$ cat config.mk
export PLATFORM = sky130hd
export DESIGN_NAME = acc_multicycle_ctrl_flat
export DESIGN_NICKNAME = d
export VERILOG_FILES = /design/src/rtl/acc_multicycle_ctrl_pkg.sv /design/src/rtl/acc_multicycle_ctrl_if.sv /design/src/rtl/acc_multicycle_ctrl_branch_eval.sv /design/src/rtl/acc_multicycle_ctrl.sv /design/src/flat_wrapper.sv
export SDC_FILE = /design/constraint.sdc
export NUM_CORES = 1
export LEC_CHECK = 0
export CAP_MARGIN = 10
export CORE_ASPECT_RATIO = 1.1
export CORE_MARGIN = 1
export CORE_UTILIZATION = 52
export DETAILED_ROUTE_END_ITERATION = 10
export HOLD_SLACK_MARGIN = 0.03
export MAX_ROUTING_LAYER = met4
export PLACE_DENSITY_LB_ADDON = 0.15
export SLEW_MARGIN = 15
export SYNTH_ARGS = -nofsm -noshare
export SYNTH_HDL_FRONTEND = slang
export SYNTH_SLANG_ARGS = --single-unit
export TNS_END_PERCENT = 1
$ cat constraint.sdc
create_clock -name clk -period 4.55 [get_ports clk]
set_clock_uncertainty 0.05 [all_clocks]
set_input_delay 0.91 -clock clk [delete_from_list [all_inputs] [get_ports clk]]
set_output_delay 0.91 -clock clk [all_outputs]
set_load 0.1 [all_outputs]
$ cat src/rtl/acc_multicycle_ctrl_pkg.sv
// Shared encodings for the accumulator multicycle controller: states, opcodes,
// datapath mux selects and the decoded control word.
package acc_ctrl_pkg;

    typedef enum logic [4:0] {
        S_FETCH   = 5'd0,
        S_DECODE  = 5'd1,
        S_STK_RD  = 5'd2,
        S_STK_WR  = 5'd3,
        S_ALU     = 5'd4,
        S_ACC_WB  = 5'd5,
        S_BR_RES  = 5'd6,
        S_JAL     = 5'd7,
        S_JRA     = 5'd8,
        S_SP_ADJ  = 5'd9,
        S_ACC_RA  = 5'd10,
        S_RA_ACC  = 5'd11,
        S_ACC_IMM = 5'd12,
        S_HALT    = 5'd13,
        S_TRAP    = 5'd14
    } state_t;

    localparam logic [3:0] OP_ADD      = 4'd0;
    localparam logic [3:0] OP_SET      = 4'd1;
    localparam logic [3:0] OP_GET      = 4'd2;
    localparam logic [3:0] OP_ACCSETI  = 4'd3;
    localparam logic [3:0] OP_ADDI     = 4'd4;
    localparam logic [3:0] OP_SUB      = 4'd5;
    localparam logic [3:0] OP_BEQ      = 4'd6;
    localparam logic [3:0] OP_BNE      = 4'd7;
    localparam logic [3:0] OP_BLE      = 4'd8;
    localparam logic [3:0] OP_JAL      = 4'd9;
    localparam logic [3:0] OP_SPINIT   = 4'd10;
    localparam logic [3:0] OP_SPREL    = 4'd11;
    localparam logic [3:0] OP_JRA      = 4'd12;
    localparam logic [3:0] OP_ACCGETRA = 4'd13;
    localparam logic [3:0] OP_RAGETACC = 4'd14;
    localparam logic [3:0] OP_HALT     = 4'd15;

    localparam int NUM_OPS = 16;

    localparam logic [1:0] ASA_PC   = 2'd0;
    localparam logic [1:0] ASA_IMM  = 2'd2;
    localparam logic [1:0] ASA_ACC  = 2'd3;

    localparam logic [1:0] ASB_ONE  = 2'd0;
    localparam logic [1:0] ASB_OPB  = 2'd1;
    localparam logic [1:0] ASB_SP   = 2'd2;

    localparam logic [1:0] ACC_IMM  = 2'd0;
    localparam logic [1:0] ACC_RA   = 2'd1;
    localparam logic [1:0] ACC_MDR  = 2'd2;
    localparam logic [1:0] ACC_ALU  = 2'd3;

    localparam logic       RA_ACC   = 1'b0;
    localparam logic       RA_PC    = 1'b1;

    localparam logic [1:0] PC_BR    = 2'd0;
    localparam logic [1:0] PC_RA    = 2'd1;
    localparam logic [1:0] PC_ALU   = 2'd2;

    localparam logic [1:0] IORD_PC  = 2'd0;
    localparam logic [1:0] IORD_ALU = 2'd1;

    localparam logic [2:0] ALU_ADD  = 3'd0;
    localparam logic [2:0] ALU_SUB  = 3'd1;

    typedef struct packed {
        logic [1:0] asa_sel;
        logic [1:0] asb_sel;
        logic [2:0] alu_op;
        logic       acc_write;
        logic [1:0] acc_sel;
        logic       ra_write;
        logic       ra_sel;
        logic       mdr_write;
        logic       ir_write;
        logic       sp_write;
        logic       pc_write;
        logic [1:0] pc_sel;
        logic [1:0] iord_sel;
        logic       mem_read;
        logic       mem_write;
    } ctrl_t;

    // First state after DECODE for a legal opcode.
    function automatic state_t decode_next(input logic [3:0] op);
        state_t nxt;
        case (op)
            OP_ADD, OP_SUB, OP_GET,
            OP_BEQ, OP_BNE, OP_BLE:  nxt = S_STK_RD;
            OP_SET:                  nxt = S_STK_WR;
            OP_ACCSETI:              nxt = S_ACC_IMM;
            OP_ADDI:                 nxt = S_ALU;
            OP_JAL:                  nxt = S_JAL;
            OP_SPINIT, OP_SPREL:     nxt = S_SP_ADJ;
            OP_JRA:                  nxt = S_JRA;
            OP_ACCGETRA:             nxt = S_ACC_RA;
            OP_RAGETACC:             nxt = S_RA_ACC;
            OP_HALT:                 nxt = S_HALT;
            default:                 nxt = S_TRAP;
        endcase
        return nxt;
    endfunction

endpackage

$ cat src/rtl/acc_multicycle_ctrl_if.sv
// Controller <-> datapath/memory bundle. master = controller side,
// slave = datapath side that supplies opcode, memory ready and compares.
interface acc_multicycle_ctrl_if #(
    parameter int OPCODE_W = 5,
    parameter int STATE_W  = 5,
    parameter int CNT_W    = 32
) ();
    logic [OPCODE_W-1:0] opcode;
    logic                mem_ready;
    logic                br_eq;
    logic                br_le;

    logic [1:0]          asa_sel;
    logic [1:0]          asb_sel;
    logic [2:0]          alu_op;
    logic                acc_write;
    logic [1:0]          acc_sel;
    logic                ra_write;
    logic                ra_sel;
    logic                mdr_write;
    logic                ir_write;
    logic                sp_write;
    logic                pc_write;
    logic [1:0]          pc_sel;
    logic [1:0]          iord_sel;
    logic                mem_read;
    logic                mem_write;

    logic [STATE_W-1:0]  state;
    logic                retired;
    logic [CNT_W-1:0]    instr_count;
    logic                halted;
    logic                trap;

    modport master (
        input  opcode, mem_ready, br_eq, br_le,
        output asa_sel, asb_sel, alu_op, acc_write, acc_sel, ra_write, ra_sel,
               mdr_write, ir_write, sp_write, pc_write, pc_sel, iord_sel,
               mem_read, mem_write, state, retired, instr_count, halted, trap
    );

    modport slave (
        output opcode, mem_ready, br_eq, br_le,
        input  asa_sel, asb_sel, alu_op, acc_write, acc_sel, ra_write, ra_sel,
               mdr_write, ir_write, sp_write, pc_write, pc_sel, iord_sel,
               mem_read, mem_write, state, retired, instr_count, halted, trap
    );
endinterface

$ cat src/rtl/acc_multicycle_ctrl_branch_eval.sv
// Branch-taken decision for BEQ/BNE/BLE from the latched opcode and the
// datapath compare flags; every other opcode evaluates not-taken.
module acc_branch_eval
    import acc_ctrl_pkg::*;
(
    input  logic [3:0] op,
    input  logic       br_eq,
    input  logic       br_le,
    output logic       taken
);

    assign taken = ((op == OP_BEQ) &&  br_eq)
                 | ((op == OP_BNE) && !br_eq)
                 | ((op == OP_BLE) &&  br_le);

endmodule

$ cat src/rtl/acc_multicycle_ctrl.sv
// Multicycle fetch/decode/execute sequencer for the 16-opcode accumulator ISA,
// with memory wait states, halt, sticky illegal-opcode trap and retire counter.
//
//  state     | meaning
//  ----------+------------------------------------------------------------
//  FETCH     | read instruction at PC; on ready load IR, PC <= PC+1
//  DECODE    | ALUOut = SP+imm; latch opcode, dispatch
//  STK_RD    | read stack word at ALUOut into MDR (waits on mem_ready)
//  STK_WR    | write ACC to stack word at ALUOut (waits on mem_ready)
//  ALU       | ALUOut = ACC +/- MDR, or imm + operand for ADDI
//  ACC_WB    | ACC <= ALUOut, or MDR for GET
//  BR_RES    | conditional PC <= branch target
//  JAL       | RA <= PC, PC <= target
//  JRA       | PC <= RA
//  SP_ADJ    | SP update (SPINIT subtracts, SPREL adds)
//  ACC_RA    | ACC <= RA
//  RA_ACC    | RA <= ACC
//  ACC_IMM   | ACC <= imm
//  HALT      | absorbing until reset, halted=1
//  TRAP      | absorbing until reset, trap=1
module acc_multicycle_ctrl
    import acc_ctrl_pkg::*;
#(
    parameter int OPCODE_W = 5,
    parameter int STATE_W  = 5,
    parameter int CNT_W    = 32
) (
    input  logic                  clk,
    input  logic                  reset,
    acc_multicycle_ctrl_if.master bus
);

    state_t           state_q;
    state_t           state_d;
    logic [3:0]       op_q;
    logic [3:0]       op_dec;
    logic             op_legal;
    logic             taken;
    logic             retire;
    logic [CNT_W-1:0] count_q;
    ctrl_t            ctrl;

    assign op_dec   = bus.opcode[3:0];
    assign op_legal = (bus.opcode < OPCODE_W'(NUM_OPS));

    acc_branch_eval u_branch_eval (
        .op    (op_q),
        .br_eq (bus.br_eq),
        .br_le (bus.br_le),
        .taken (taken)
    );

    always_ff @(posedge clk or posedge reset) begin
        if (reset) begin
            state_q <= S_FETCH;
            op_q    <= '0;
            count_q <= '0;
        end else begin
            state_q <= state_d;
            if (state_q == S_DECODE) begin
                op_q <= op_dec;
            end
            if (retire) begin
                count_q <= count_q + 1'b1;
            end
        end
    end

    always_comb begin
        state_d = state_q;
        ctrl    = '0;
        unique case (state_q)
            S_FETCH: begin
                ctrl.iord_sel = IORD_PC;
                ctrl.mem_read = 1'b1;
                ctrl.asa_sel  = ASA_PC;
                ctrl.asb_sel  = ASB_ONE;
                ctrl.alu_op   = ALU_ADD;
                if (bus.mem_ready) begin
                    ctrl.ir_write = 1'b1;
                    ctrl.pc_write = 1'b1;
                    ctrl.pc_sel   = PC_ALU;
                    state_d       = S_DECODE;
                end
            end
            S_DECODE: begin
                ctrl.asa_sel = ASA_IMM;
                ctrl.asb_sel = ASB_SP;
                ctrl.alu_op  = ALU_ADD;
                state_d      = op_legal ? decode_next(op_dec) : S_TRAP;
            end
            S_STK_RD: begin
                ctrl.iord_sel = IORD_ALU;
                ctrl.mem_read = 1'b1;
                if (bus.mem_ready) begin
                    ctrl.mdr_write = 1'b1;
                    if ((op_q == OP_ADD) || (op_q == OP_SUB)) begin
                        state_d = S_ALU;
                    end else if (op_q == OP_GET) begin
                        state_d = S_ACC_WB;
                    end else begin
                        state_d = S_BR_RES;
                    end
                end
            end
            S_STK_WR: begin
                ctrl.iord_sel  = IORD_ALU;
                ctrl.mem_write = 1'b1;
                if (bus.mem_ready) begin
                    state_d = S_FETCH;
                end
            end
            S_ALU: begin
                ctrl.asa_sel = (op_q == OP_ADDI) ? ASA_IMM : ASA_ACC;
                ctrl.asb_sel = ASB_OPB;
                ctrl.alu_op  = (op_q == OP_SUB) ? ALU_SUB : ALU_ADD;
                state_d      = S_ACC_WB;
            end
            S_ACC_WB: begin
                ctrl.acc_write = 1'b1;
                ctrl.acc_sel   = (op_q == OP_GET) ? ACC_MDR : ACC_ALU;
                state_d        = S_FETCH;
            end
            S_BR_RES: begin
                ctrl.pc_sel   = PC_BR;
                ctrl.pc_write = taken;
                state_d       = S_FETCH;
            end
            S_JAL: begin
                ctrl.ra_write = 1'b1;
                ctrl.ra_sel   = RA_PC;
                ctrl.pc_write = 1'b1;
                ctrl.pc_sel   = PC_BR;
                state_d       = S_FETCH;
            end
            S_JRA: begin
                ctrl.pc_write = 1'b1;
                ctrl.pc_sel   = PC_RA;
                state_d       = S_FETCH;
            end
            S_SP_ADJ: begin
                ctrl.sp_write = 1'b1;
                ctrl.alu_op   = (op_q == OP_SPINIT) ? ALU_SUB : ALU_ADD;
                state_d       = S_FETCH;
            end
            S_ACC_RA: begin
                ctrl.acc_write = 1'b1;
                ctrl.acc_sel   = ACC_RA;
                state_d        = S_FETCH;
            end
            S_RA_ACC: begin
                ctrl.ra_write = 1'b1;
                ctrl.ra_sel   = RA_ACC;
                state_d       = S_FETCH;
            end
            S_ACC_IMM: begin
                ctrl.acc_write = 1'b1;
                ctrl.acc_sel   = ACC_IMM;
                state_d        = S_FETCH;
            end
            S_HALT, S_TRAP: begin
                state_d = state_q;
            end
            default: begin
                state_d = S_FETCH;
            end
        endcase
        // Reset is asynchronous, so strobes must also be masked combinationally.
        if (reset) begin
            ctrl    = '0;
            state_d = S_FETCH;
        end
    end

    // HALT retires on entry; TRAP never reaches FETCH or HALT so it never retires.
    assign retire = !reset
                  && (((state_d == S_FETCH) && (state_q != S_FETCH))
                   || ((state_d == S_HALT)  && (state_q != S_HALT)));

    assign bus.asa_sel     = ctrl.asa_sel;
    assign bus.asb_sel     = ctrl.asb_sel;
    assign bus.alu_op      = ctrl.alu_op;
    assign bus.acc_write   = ctrl.acc_write;
    assign bus.acc_sel     = ctrl.acc_sel;
    assign bus.ra_write    = ctrl.ra_write;
    assign bus.ra_sel      = ctrl.ra_sel;
    assign bus.mdr_write   = ctrl.mdr_write;
    assign bus.ir_write    = ctrl.ir_write;
    assign bus.sp_write    = ctrl.sp_write;
    assign bus.pc_write    = ctrl.pc_write;
    assign bus.pc_sel      = ctrl.pc_sel;
    assign bus.iord_sel    = ctrl.iord_sel;
    assign bus.mem_read    = ctrl.mem_read;
    assign bus.mem_write   = ctrl.mem_write;
    assign bus.state       = STATE_W'(state_q);
    assign bus.retired     = retire;
    assign bus.instr_count = count_q;
    assign bus.halted      = (state_q == S_HALT);
    assign bus.trap        = (state_q == S_TRAP);

endmodule

$ cat src/flat_wrapper.sv
// flat-port wrapper written by rule: the top's interface ports become plain ports
module acc_multicycle_ctrl_flat import acc_ctrl_pkg::*;
#(
    parameter int OPCODE_W = 5,
    parameter int STATE_W  = 5,
    parameter int CNT_W    = 32
)
  (clk, reset, bus_opcode, bus_mem_ready, bus_br_eq, bus_br_le, bus_asa_sel, bus_asb_sel, bus_alu_op, bus_acc_write, bus_acc_sel, bus_ra_write, bus_ra_sel, bus_mdr_write, bus_ir_write, bus_sp_write, bus_pc_write, bus_pc_sel, bus_iord_sel, bus_mem_read, bus_mem_write, bus_state, bus_retired, bus_instr_count, bus_halted, bus_trap);
  acc_multicycle_ctrl_if #(.OPCODE_W(OPCODE_W), .STATE_W(STATE_W), .CNT_W(CNT_W)) bus_i ();
  input  logic clk;
  input  logic reset;
  input wire logic [$bits(bus_i.opcode)-1:0] bus_opcode;
  input wire logic [$bits(bus_i.mem_ready)-1:0] bus_mem_ready;
  input wire logic [$bits(bus_i.br_eq)-1:0] bus_br_eq;
  input wire logic [$bits(bus_i.br_le)-1:0] bus_br_le;
  output wire logic [$bits(bus_i.asa_sel)-1:0] bus_asa_sel;
  output wire logic [$bits(bus_i.asb_sel)-1:0] bus_asb_sel;
  output wire logic [$bits(bus_i.alu_op)-1:0] bus_alu_op;
  output wire logic [$bits(bus_i.acc_write)-1:0] bus_acc_write;
  output wire logic [$bits(bus_i.acc_sel)-1:0] bus_acc_sel;
  output wire logic [$bits(bus_i.ra_write)-1:0] bus_ra_write;
  output wire logic [$bits(bus_i.ra_sel)-1:0] bus_ra_sel;
  output wire logic [$bits(bus_i.mdr_write)-1:0] bus_mdr_write;
  output wire logic [$bits(bus_i.ir_write)-1:0] bus_ir_write;
  output wire logic [$bits(bus_i.sp_write)-1:0] bus_sp_write;
  output wire logic [$bits(bus_i.pc_write)-1:0] bus_pc_write;
  output wire logic [$bits(bus_i.pc_sel)-1:0] bus_pc_sel;
  output wire logic [$bits(bus_i.iord_sel)-1:0] bus_iord_sel;
  output wire logic [$bits(bus_i.mem_read)-1:0] bus_mem_read;
  output wire logic [$bits(bus_i.mem_write)-1:0] bus_mem_write;
  output wire logic [$bits(bus_i.state)-1:0] bus_state;
  output wire logic [$bits(bus_i.retired)-1:0] bus_retired;
  output wire logic [$bits(bus_i.instr_count)-1:0] bus_instr_count;
  output wire logic [$bits(bus_i.halted)-1:0] bus_halted;
  output wire logic [$bits(bus_i.trap)-1:0] bus_trap;
  assign bus_i.opcode = bus_opcode;
  assign bus_i.mem_ready = bus_mem_ready;
  assign bus_i.br_eq = bus_br_eq;
  assign bus_i.br_le = bus_br_le;
  assign bus_asa_sel = bus_i.asa_sel;
  assign bus_asb_sel = bus_i.asb_sel;
  assign bus_alu_op = bus_i.alu_op;
  assign bus_acc_write = bus_i.acc_write;
  assign bus_acc_sel = bus_i.acc_sel;
  assign bus_ra_write = bus_i.ra_write;
  assign bus_ra_sel = bus_i.ra_sel;
  assign bus_mdr_write = bus_i.mdr_write;
  assign bus_ir_write = bus_i.ir_write;
  assign bus_sp_write = bus_i.sp_write;
  assign bus_pc_write = bus_i.pc_write;
  assign bus_pc_sel = bus_i.pc_sel;
  assign bus_iord_sel = bus_i.iord_sel;
  assign bus_mem_read = bus_i.mem_read;
  assign bus_mem_write = bus_i.mem_write;
  assign bus_state = bus_i.state;
  assign bus_retired = bus_i.retired;
  assign bus_instr_count = bus_i.instr_count;
  assign bus_halted = bus_i.halted;
  assign bus_trap = bus_i.trap;
  acc_multicycle_ctrl #(.OPCODE_W(OPCODE_W), .STATE_W(STATE_W), .CNT_W(CNT_W)) u_core (.clk(clk), .reset(reset), .bus(bus_i));
endmodule
After elaboration in Yosys (flattened, before gate mapping)
Memory sizes are Yosys's and may differ from the RTL's.
Index checks and enable logic that the tools add are counted.
{"block": "op_classes", "reduce_logical": 17, "n_eq_ne": 23, "n_lt_le_gt_ge": 1, "add_sub_neg": 1, "mux": 26, "n_bitwise": 2}
{"op": "$eq A5 B4 Y1 const B", "count": 8}
{"op": "$add A32 B1 Y32 const B", "count": 1}
{"op": "$pmux W5 S6", "count": 1}
{"op": "$mux W5", "count": 5}
{"op": "$mux W22", "count": 1}
{"op": "$eq A5 B3 Y1 const B", "count": 4}
{"op": "$eq A4 B3 Y1 const B", "count": 4}
{"op": "$pmux W3 S4", "count": 1}
{"op": "$mux W1", "count": 11}
{"op": "$eq A5 B2 Y1 const B", "count": 2}
{"op": "$logic_not A5 Y1", "count": 2}
{"op": "$pmux W3 S3", "count": 1}
{"op": "$eq A4 B4 Y1 const B", "count": 2}
{"op": "$pmux W4 S2", "count": 1}
{"op": "$logic_and A1 B1 Y1", "count": 6}
{"op": "$pmux W3 S2", "count": 1}
{"op": "$reduce_or A2 Y1", "count": 3}
{"op": "$eq A5 B1 Y1 const B", "count": 1}
{"op": "$lt A5 B5 Y1 const B", "count": 1}
{"op": "$ne A5 B4 Y1 const B", "count": 1}
{"op": "$reduce_bool A5 Y1", "count": 1}
{"op": "$eq A4 B2 Y1 const B", "count": 1}
{"op": "$logic_not A4 Y1", "count": 1}
{"op": "$mux W2", "count": 2}
{"op": "5 further kinds", "count": 8}
{"block": "totals", "mem_bits_ro": 64, "input_bits": 10, "ff_bits": 41, "memories": 1, "out_inout_bits": 62}
{"memory": "(name not given)", "words": 16, "word_bits": 4, "rd": 1, "rd_clocked_by_memory_dff": 0, "write_ports": 0, "line_no": "acc_multicycle_ctrl_pkg.sv:89", "text": "case (op)"}

Longest topological paths before layout
Gate-level depths: netlist of run 1.
{"block": "logic_depth", "word_depth": 10, "depth_mapped": 11, "depth_no_buf": 10}

Hierarchy
From an unflattened synthesis of run 1, not the netlist that was laid out.
{"block": "hier_totals", "hier_cells": 281, "area_unflattened_um2": 2668.8}
{"mod": "acc_multicycle_ctrl", "seq_area_each_um2": 1026.0, "area_per_inst_um2": 2635.0, "instances": 1, "cells_each": 276}
{"mod": "acc_branch_eval", "seq_area_each_um2": 0.0, "area_per_inst_um2": 33.8, "instances": 1, "cells_each": 5}

Worst setup path before layout of run 1
No wires, ideal clock.
{"block": "synth_path", "path_type": "reg2out", "from": "reg u_core.state_q[3] (netlist: u_core.bus.state[3])", "to": "out bus_retired", "arrival_time_ns": 4.500, "stages_incl_launch_ff": 9, "slack_ns": -0.910, "path_buffers": 2, "cell_sequence": "dfrtp_1 > buf_4 > nand2_1 > nor3_1 > a21oi_1 > o21ai_1 > a21oi_2 > a211oi_4 > buf_6"}
{"block": "synth_via", "elab_chain_len": 8, "word_cells_on_any_way": 21, "cone_classes": "eq/ne (8); mux (5); reduce/logical (8)"}
{"item": "from (decl)", "line_no": "acc_multicycle_ctrl.sv:33", "text": "state_t state_q;"}
{"item": "from (signal assigned)", "line_no": "acc_multicycle_ctrl.sv:59", "text": "state_q <= state_d;"}
{"item": "$eq A5 B4 Y1 *"}
{"item": "net bus_trap", "line_no": "flat_wrapper.sv:35", "text": "output wire logic [$bits(bus_i.trap)-1:0] bus_trap;"}
{"item": "$reduce_or A2 Y1 *", "line_no": "acc_multicycle_ctrl.sv:72", "text": "unique case (state_q)"}
{"item": "$pmux W5 S6 *", "line_no": "acc_multicycle_ctrl.sv:72"}
{"item": "$mux W5 *", "line_no": "acc_multicycle_ctrl.sv:169", "text": "if (reset) begin"}
{"item": "$eq A5 B4 Y1 / $logic_not A5 Y1 (equally long branches)", "line_no": "acc_multicycle_ctrl.sv:178, acc_multicycle_ctrl.sv:177"}
{"item": "$logic_and A1 B1 Y1, on equally long branches", "line_no": "acc_multicycle_ctrl.sv:178, acc_multicycle_ctrl.sv:177"}
{"item": "$logic_or A1 B1 Y1 *", "line_no": "acc_multicycle_ctrl.sv:178", "text": "|| ((state_d == S_HALT) && (state_q != S_HALT)));"}
{"item": "$logic_and A1 B1 Y1 *", "line_no": "acc_multicycle_ctrl.sv:177", "text": "&& (((state_d == S_FETCH) && (state_q != S_FETCH))"}
{"item": "to (decl)", "line_no": "flat_wrapper.sv:32", "text": "output wire logic [$bits(bus_i.retired)-1:0] bus_retired;"}
The timed path passes the listed nets; every way through them passes the cells marked *.

Final worst setup path of run 1
{"block": "layout_path", "from": "in bus_opcode[1]", "to": "out bus_retired"}
{"block": "layout_via", "elab_chain_len": 8, "word_cells_on_any_way": 11, "cone_classes": "order compare (1); eq/ne (1); mux (3); reduce/logical (5); memory (1)"}
{"item": "from (decl)", "line_no": "flat_wrapper.sv:12", "text": "input wire logic [$bits(bus_i.opcode)-1:0] bus_opcode;"}
{"item": "$mem_v2 Z16 W4 / $lt A5 B5 Y1 (equally long branches)"}
{"item": "$mux W5 *", "line_no": "acc_multicycle_ctrl.sv:90", "text": "state_d = op_legal ? decode_next(op_dec) : S_TRAP;"}
{"item": "$pmux W5 S6 *", "line_no": "acc_multicycle_ctrl.sv:72"}
{"item": "$mux W5 *", "line_no": "acc_multicycle_ctrl.sv:169"}
{"item": "$eq A5 B4 Y1 / $logic_not A5 Y1 (equally long branches)", "line_no": "acc_multicycle_ctrl.sv:178, acc_multicycle_ctrl.sv:177"}
{"item": "$logic_and A1 B1 Y1, on equally long branches", "line_no": "acc_multicycle_ctrl.sv:178, acc_multicycle_ctrl.sv:177"}
{"item": "$logic_or A1 B1 Y1 *", "line_no": "acc_multicycle_ctrl.sv:178"}
{"item": "$logic_and A1 B1 Y1 *", "line_no": "acc_multicycle_ctrl.sv:177"}
Every way passes the cells marked *; elsewhere a longest branch is shown, timed or not.

==> metrics.yaml, run 1 <==
status: "complete, no violations"
relSlewSlack: 0.330
register_area_mm2: 0.00103
syn_area_per_cell_um2: 9.51
yosys_warnings: 0
core_mm2: 0.00472
totalWireLength_um: 6100
area_delta_synth_final_pct: 27.1
setup_violations: 0
port_buffers: 68
max_freq_ghz: 0.242
critPathLaunch: "bus_opcode[1]"
row_count: 26
die_h_um: 76.1
synth_top_area_share: 0.395
fin_util: 0.700
rsz0062_at_grt: "false"
num_vias: 2239
min_path_type: "reg -> reg"
vias_per_cell: 5.74
floorplan.initialDensity: 0.550
min_period_over_period: 0.909
drv_cap: 0
power_density_mw_per_mm2: 352
worstPathMaxFanout: 6
postCtsSetupRepairBufs: 0
num_io_pins: 72
ctsResizeCount: 0
clock_latency_ns: 0.29
grt_pass1_wl_um: 10700
postRouteAntennaNets: 0
insertedDiodeCount: 0
hold_buffers: 0
grt_max_degree: 42
hold_viol_final: 0
syn_area_mm2: 0.00260
clk_path_buf_depth: 2
grt_pass1_vias: 2216
timing.rr.start: "u_core.bus.state[0]$_DFF_PP0_"
synth_cell_type_count: 59
synth_cells: 273
p_leak_uw: 0.00143
ys_async_sr_fraction: 1.00
fin_nets: 350
ctsHtreeMaxLevel: 2
setup.worst_path.class: "in -> out"
synth_edf_count: 0
wl_per_cell_um: 15.6
synth_flop_cell: "dfrtp_1"
crit_arrival_ns: 3.18
tightest_slew_ns: 1.00
cp-end-kind: "primary output"
cts_inserted_buffers: 5
route.detailed.drc: 0
dieArea_mm2: 0.00528
dpl_cell_area_mm2: 0.00321
grt_antenna_before_repair: 0
clock-sinks: 41
design_area_mm2: 0.00330
overflow: 0
ys_seq_area_frac: 0.395
yosysTopAreaCell: "dfrtp_1"
track_usage: 0.255
clockRootBuffer: "clkbuf_8"
synth_area_leaders: "dfrtp_1, xnor2_1, nand4_1"
die_w_um: 69.4
power_uw: 1160
drive_above_1_share: 0.150
path_clk_slew_ns: 0.08
cts_tree: "yes"
place.gp.congestion: 0.877
worstHoldStart: "u_core.bus.instr_count[31]$_DFFE_PP0P_"
ys_seq_elements: 41
dr.pass1.iters: 4
slew_viol_final: 0
hpwlAfterDp_um: 4280
drt-initial-drc-count: 198
n_fill_cell: 392
critPathRequiredTime_ns: 3.59
start_kind: "primary input"
multiInputGateArea_mm2: 0.00143
ir_drop_mv: 0.257
post-route-min-period_ns: 4.14
==> worst paths after layout <==
check                                                          to  slack (ns)  cells past startpoint
setup reg to reg            u_core.bus.instr_count[1]$_DFFE_PP0P_        1.49                      8
min in group asynchronous  u_core.bus.instr_count[17]$_DFFE_PP0P_        1.33                      3
hold reg to reg            u_core.bus.instr_count[31]$_DFFE_PP0P_        0.42                      1
max in group asynchronous  u_core.bus.instr_count[15]$_DFFE_PP0P_        2.77                      3
hold / removal             u_core.bus.instr_count[31]$_DFFE_PP0P_        0.42                      1
setup / recovery                                      bus_retired        0.41                     10
==> area by class of cell <==
class	instances	area share
Multi-Input combinational cell	208	0.433
Sequential cell	41	0.311
Inverter	8	0.00910
Clock buffer	6	0.0250
Timing Repair Buffer	70	0.199
Clock inverter	1	0.00227
Tap cell	56	0.0212
==> power by group <==
group,leakage [µW],switching [µW],internal (µW)
clock network,0.0000433,124,120
logic,0.000834,346,117
registers,0.000553,52.3,402
==> cell families after synthesis <==
group	share of synthesized area
adder cells (fa/ha/maj)	0.0289
AND/OR/NAND/NOR	0.286
XOR/XNOR	0.111
multiplexers	0.0169
buffers and inverters	0.0626
AO/OA/AOI/OAI	0.0973
other	0.00144
flip-flops	0.395
==> flip-flops by register name (all words and copies together) (netlist names) <==
name and cells:
u_core.bus.instr_count 32, u_core.bus.state 5, u_core.op_q 4
==> cells in the mapped netlist, types with 2 or more instances <==
master     n
nand4_2    2
or2_2      3
nor2b_1    4
nor2_1    16
and4_1     3
o21ai_0    5
buf_4      7
o211ai_1   2
clkbuf_1   2
nand4_1   17
xnor2_1   30
inv_1      8
and3_1    15
xor2_1     3
nand2b_1   6
and2_1     5
nor3_1     8
nand4b_1   2
a31oi_1    2
buf_2      3
dfrtp_1   41
or3_1      2
nand3_1   13
ha_1       6
buf_6      4
nand2_1   21
a21oi_1    9
o22ai_1    2
buf_1      2
==> critical path: stages <==
cell	delay (ns)
clkdlybuf4s50_1	0.57
inv_1	0.13
ha_1	0.29
inv_1	0.03
mux4_2	0.45
nor2b_1	0.15
o22a_1	0.20
a21oi_2	0.19
a211oi_4	0.07
buf_12	0.19
==> layout by cell type, fill, tap and decap left out, types with 2 or more instances in the layout <==
cell type and n:
conb_1 4, a31oi_1 2, and2_1 5, nand4b_1 2, a21oi_1 9, nand2b_1 6, ha_1 6, nand4_1 17
nand4_2 2, nor2b_1 4, xnor2_1 30, nand3_1 13, or3_1 2, clkdlybuf4s50_1 47, clkbuf_8 6, nor2_1 16
and3_1 15, or2_2 3, inv_1 8, and4_1 3, o21ai_0 5, nand2_1 21, buf_4 22, o211ai_1 2
o22ai_1 2, nor3_1 6, xor2_1 3, nor3_2 2, dfrtp_1 41
==> per-stage QoR <==
step	TNS, ns	hold slack (ns)	instances	worst slack, ns
after global placement	0	0.415	383	0.487
after CTS	0	0.429	390	0.435
after floorplan	-2.05	0.466	276	-0.837
after global routing	0	0.453	390	0.310
final	0	0.424	390	0.414
after detailed placement	0	0.414	383	0.441
==> per-layer routing <==
| layer | GRT usage | wire, µm | up-vias |
|---|---|---|---|
| li1 | - | - | 1081 |
| met1 | 0.323 | 2650 | 1089 |
| met2 | 0.414 | 3060 | 65 |
| met3 | 0.0556 | 352 | 4 |
| met4 | 0.0694 | 36 | 0 |
| met5 | - | 0 | - |
Note: power is estimated with default switching activity, not from simulation.
==> run 2: changes to the inputs <==
CELL_PAD_IN_SITES_DETAIL_PLACEMENT = 2   (was not set)
CELL_PAD_IN_SITES_GLOBAL_PLACEMENT = 2   (was not set)
CORE_UTILIZATION = 29   (was 52)
clock period = 4.3 ns   (was 4.55 ns; I/O delays follow)
==> metrics.yaml, run 2 (synthesis gave the netlist of run 1 again) <==
min_period_over_period: 0.940
route.detailed.drc: 0  # unchanged
track_usage: 0.180  # was 0.255
postRouteAntennaNets: 0  # unchanged
fin_nets: 350  # unchanged
row_count: 35  # was 26
cp_common_cell: "inv_1"  # unchanged
area_delta_synth_final_pct: 31.5  # was 27.1%
mostFrequentLayoutCells: "clkdlybuf4s50_1, dfrtp_1, xnor2_1"  # unchanged
place.gp.congestion: 0.752  # was 0.877
worstPathMaxFanout: 6  # unchanged
postCtsSetupRepairBufs: 0  # unchanged
drv_cap: 0  # unchanged
dr.pass1.iters: 4  # unchanged
design_area_mm2: 0.00341  # was 0.00330 mm²
final_common_cell: "clkdlybuf4s50_1"  # unchanged
fin_tns_setup_ns: 0  # unchanged
post-route-min-period_ns: 4.04
power.share.switching: 0.459  # was 0.450
tightest_slew_ns: 0.998  # was 1.00 ns
power_density_mw_per_mm2: 360  # was 352 mW/mm²
crit_chain: "clkdlybuf4s50_1, inv_1, ha_1, inv_1, mux4_2, nor2b_1, o22a_1, a21oi_2, a211oi_4, buf_12"  # unchanged
core_mm2: 0.00854  # was 0.00472 mm²
grt_max_degree: 42  # unchanged
setup.worst_path.class: "in -> out"  # unchanged
max_freq_ghz: 0.247
clock-sinks: 41  # unchanged
status: "complete, no violations"  # unchanged
ctsHtreeMaxLevel: 2  # unchanged
crit_arrival_ns: 3.13  # was 3.18 ns
clock_latency_ns: 0.29  # about the same
min_path_type: "reg -> reg"  # unchanged
cpMaxStageDelayCell: "clkdlybuf4s50_1"  # unchanged
cp-end-kind: "primary output"  # unchanged
holdPathStages: 1  # unchanged
p_int_uw: 665  # was 638 µW
largest_reg_flops: 32  # unchanged
power_switching_uw: 564  # was 523 µW
totalWireLength_um: 7570  # was 6100 µm
drive_above_1_share: 0.152  # was 0.150
wl_per_cell_um: 17.0  # was 15.6 µm
vias_per_cell: 5.11  # was 5.74
hold_viol_final: 0  # unchanged
hold_buffers: 0  # unchanged
port_buffers: 68  # unchanged
cts_tree: "yes"  # unchanged
power_frac_seq: 0.392  # was 0.391
rr_worst_depth: 8  # unchanged
slew_viol_final: 0  # unchanged
die_h_um: 101  # was 76.1 µm
clk_path_buf_depth: 2  # unchanged
grt_pass1_wl_um: 12900  # was 10700 µm
rsz0062_at_grt: "false"  # unchanged
critPathMaxStageDelay_ns: 0.58  # was 0.57 ns
clockRootBuffer: "clkbuf_8"  # unchanged
num_vias: 2277  # was 2239
grt_pass1_vias: 2427  # was 2216
ctsResizeCount: 0  # unchanged
num_io_pins: 72  # unchanged
hpwlAfterDp_um: 5410  # was 4280 µm
clkPwrFrac: 0.205  # was 0.210
grt_antenna_before_repair: 0  # unchanged
floorplan.initialDensity: 0.304  # was 0.550
cp_num_buf_inv: 4  # unchanged
relSlewSlack: 0.333  # was 0.330
dieArea_mm2: 0.00934  # was 0.00528 mm²
rrSetupSlack_ns: 1.21  # was 1.49 ns
dp_slack_ns: 0.254  # was 0.441 ns
drt-initial-drc-count: 54  # was 198
fin_ws_ns: 0.257  # was 0.414 ns
dpl_cell_area_mm2: 0.00333  # was 0.00321 mm²
p_leak_uw: 0.00144  # was 0.00143 µW
setup_violations: 0  # unchanged
cts_inserted_buffers: 5  # unchanged
die_w_um: 92.2  # was 69.4 µm
overflow: 0  # unchanged
combinationalPowerShare: 0.403  # was 0.398
path_clk_slew_ns: 0.08  # about the same
ir_drop_mv: 0.202  # was 0.257 mV
critPathRequiredTime_ns: 3.39  # was 3.59 ns
start_kind: "primary input"  # unchanged
cp.depth: 10  # unchanged
insertedDiodeCount: 0  # unchanged
cp_top_family: "buffers and inverters"  # unchanged
hold_ws_ns: 0.443  # was 0.424 ns
run 2: cell types whose count changed in the layout (fill, tap and decap cells not counted), sizes merged:
cell / change
clkbuf: +2
buf: +1
clkdlybuf4s50: -1
clkinvlp: -1
run 2: power by group through the flow:
stage                     registers, µW  clock network [µW]  logic [µW]
after floorplan                     683                   0         179
after global placement              488                   0         494
after detailed placement            490                   0         500
after CTS                           484                 265         502
after global routing                492                 278         522
final                               482                 252         495
run 2: final timing paths:
path	start	end
setup / recovery	bus_opcode[1]	bus_retired
hold / removal	u_core.bus.instr_count[31]$_DFFE_PP0P_	u_core.bus.instr_count[31]$_DFFE_PP0P_
setup reg to reg	u_core.bus.state[0]$_DFF_PP0_	u_core.bus.instr_count[1]$_DFFE_PP0P_
hold reg to reg	u_core.bus.instr_count[31]$_DFFE_PP0P_	u_core.bus.instr_count[31]$_DFFE_PP0P_
max in group asynchronous	reset	u_core.op_q[0]$_DFFE_PP0P_
min in group asynchronous	reset	u_core.bus.instr_count[21]$_DFFE_PP0P_
run 2: metal layers:
layer  vias to the layer above  share of wire  global-route usage
li1                       1078              -                   -
met1                      1139           0.46               0.223
met2                        54           0.49               0.306
met3                         6          0.040              0.0278
met4                         0          0.010              0.0469
met5                         -              0                   -
run 2: stage by stage:
step           total power (µW)   util  std cells
2_1_floorplan               862      -        276
3_3_place_gp                982  0.390        438
3_5_place_dp                990  0.390        438
4_1_cts                    1250  0.400        446
5_1_grt                    1290  0.400        446
6_report                   1230  0.400        446
run 2: worst register-to-register path, cell delays in order (launching register included):
cell,delay [ns]
dfrtp_1,0.79
or3b_4,0.51
nor2_4,0.20
a22oi_2,0.14
o21ai_1,0.19
a21oi_2,0.09
a211oi_4,0.24
buf_4,0.39
mux2_2,0.38
run 2: area by class of cell:
class,count,area [µm²]
Clock buffer,8,80.1
Fill cell,961,5120
Inverter,8,30.0
Multi-Input combinational cell,208,1440
Sequential cell,41,1030
Tap cell,111,139
Timing Repair Buffer,70,703
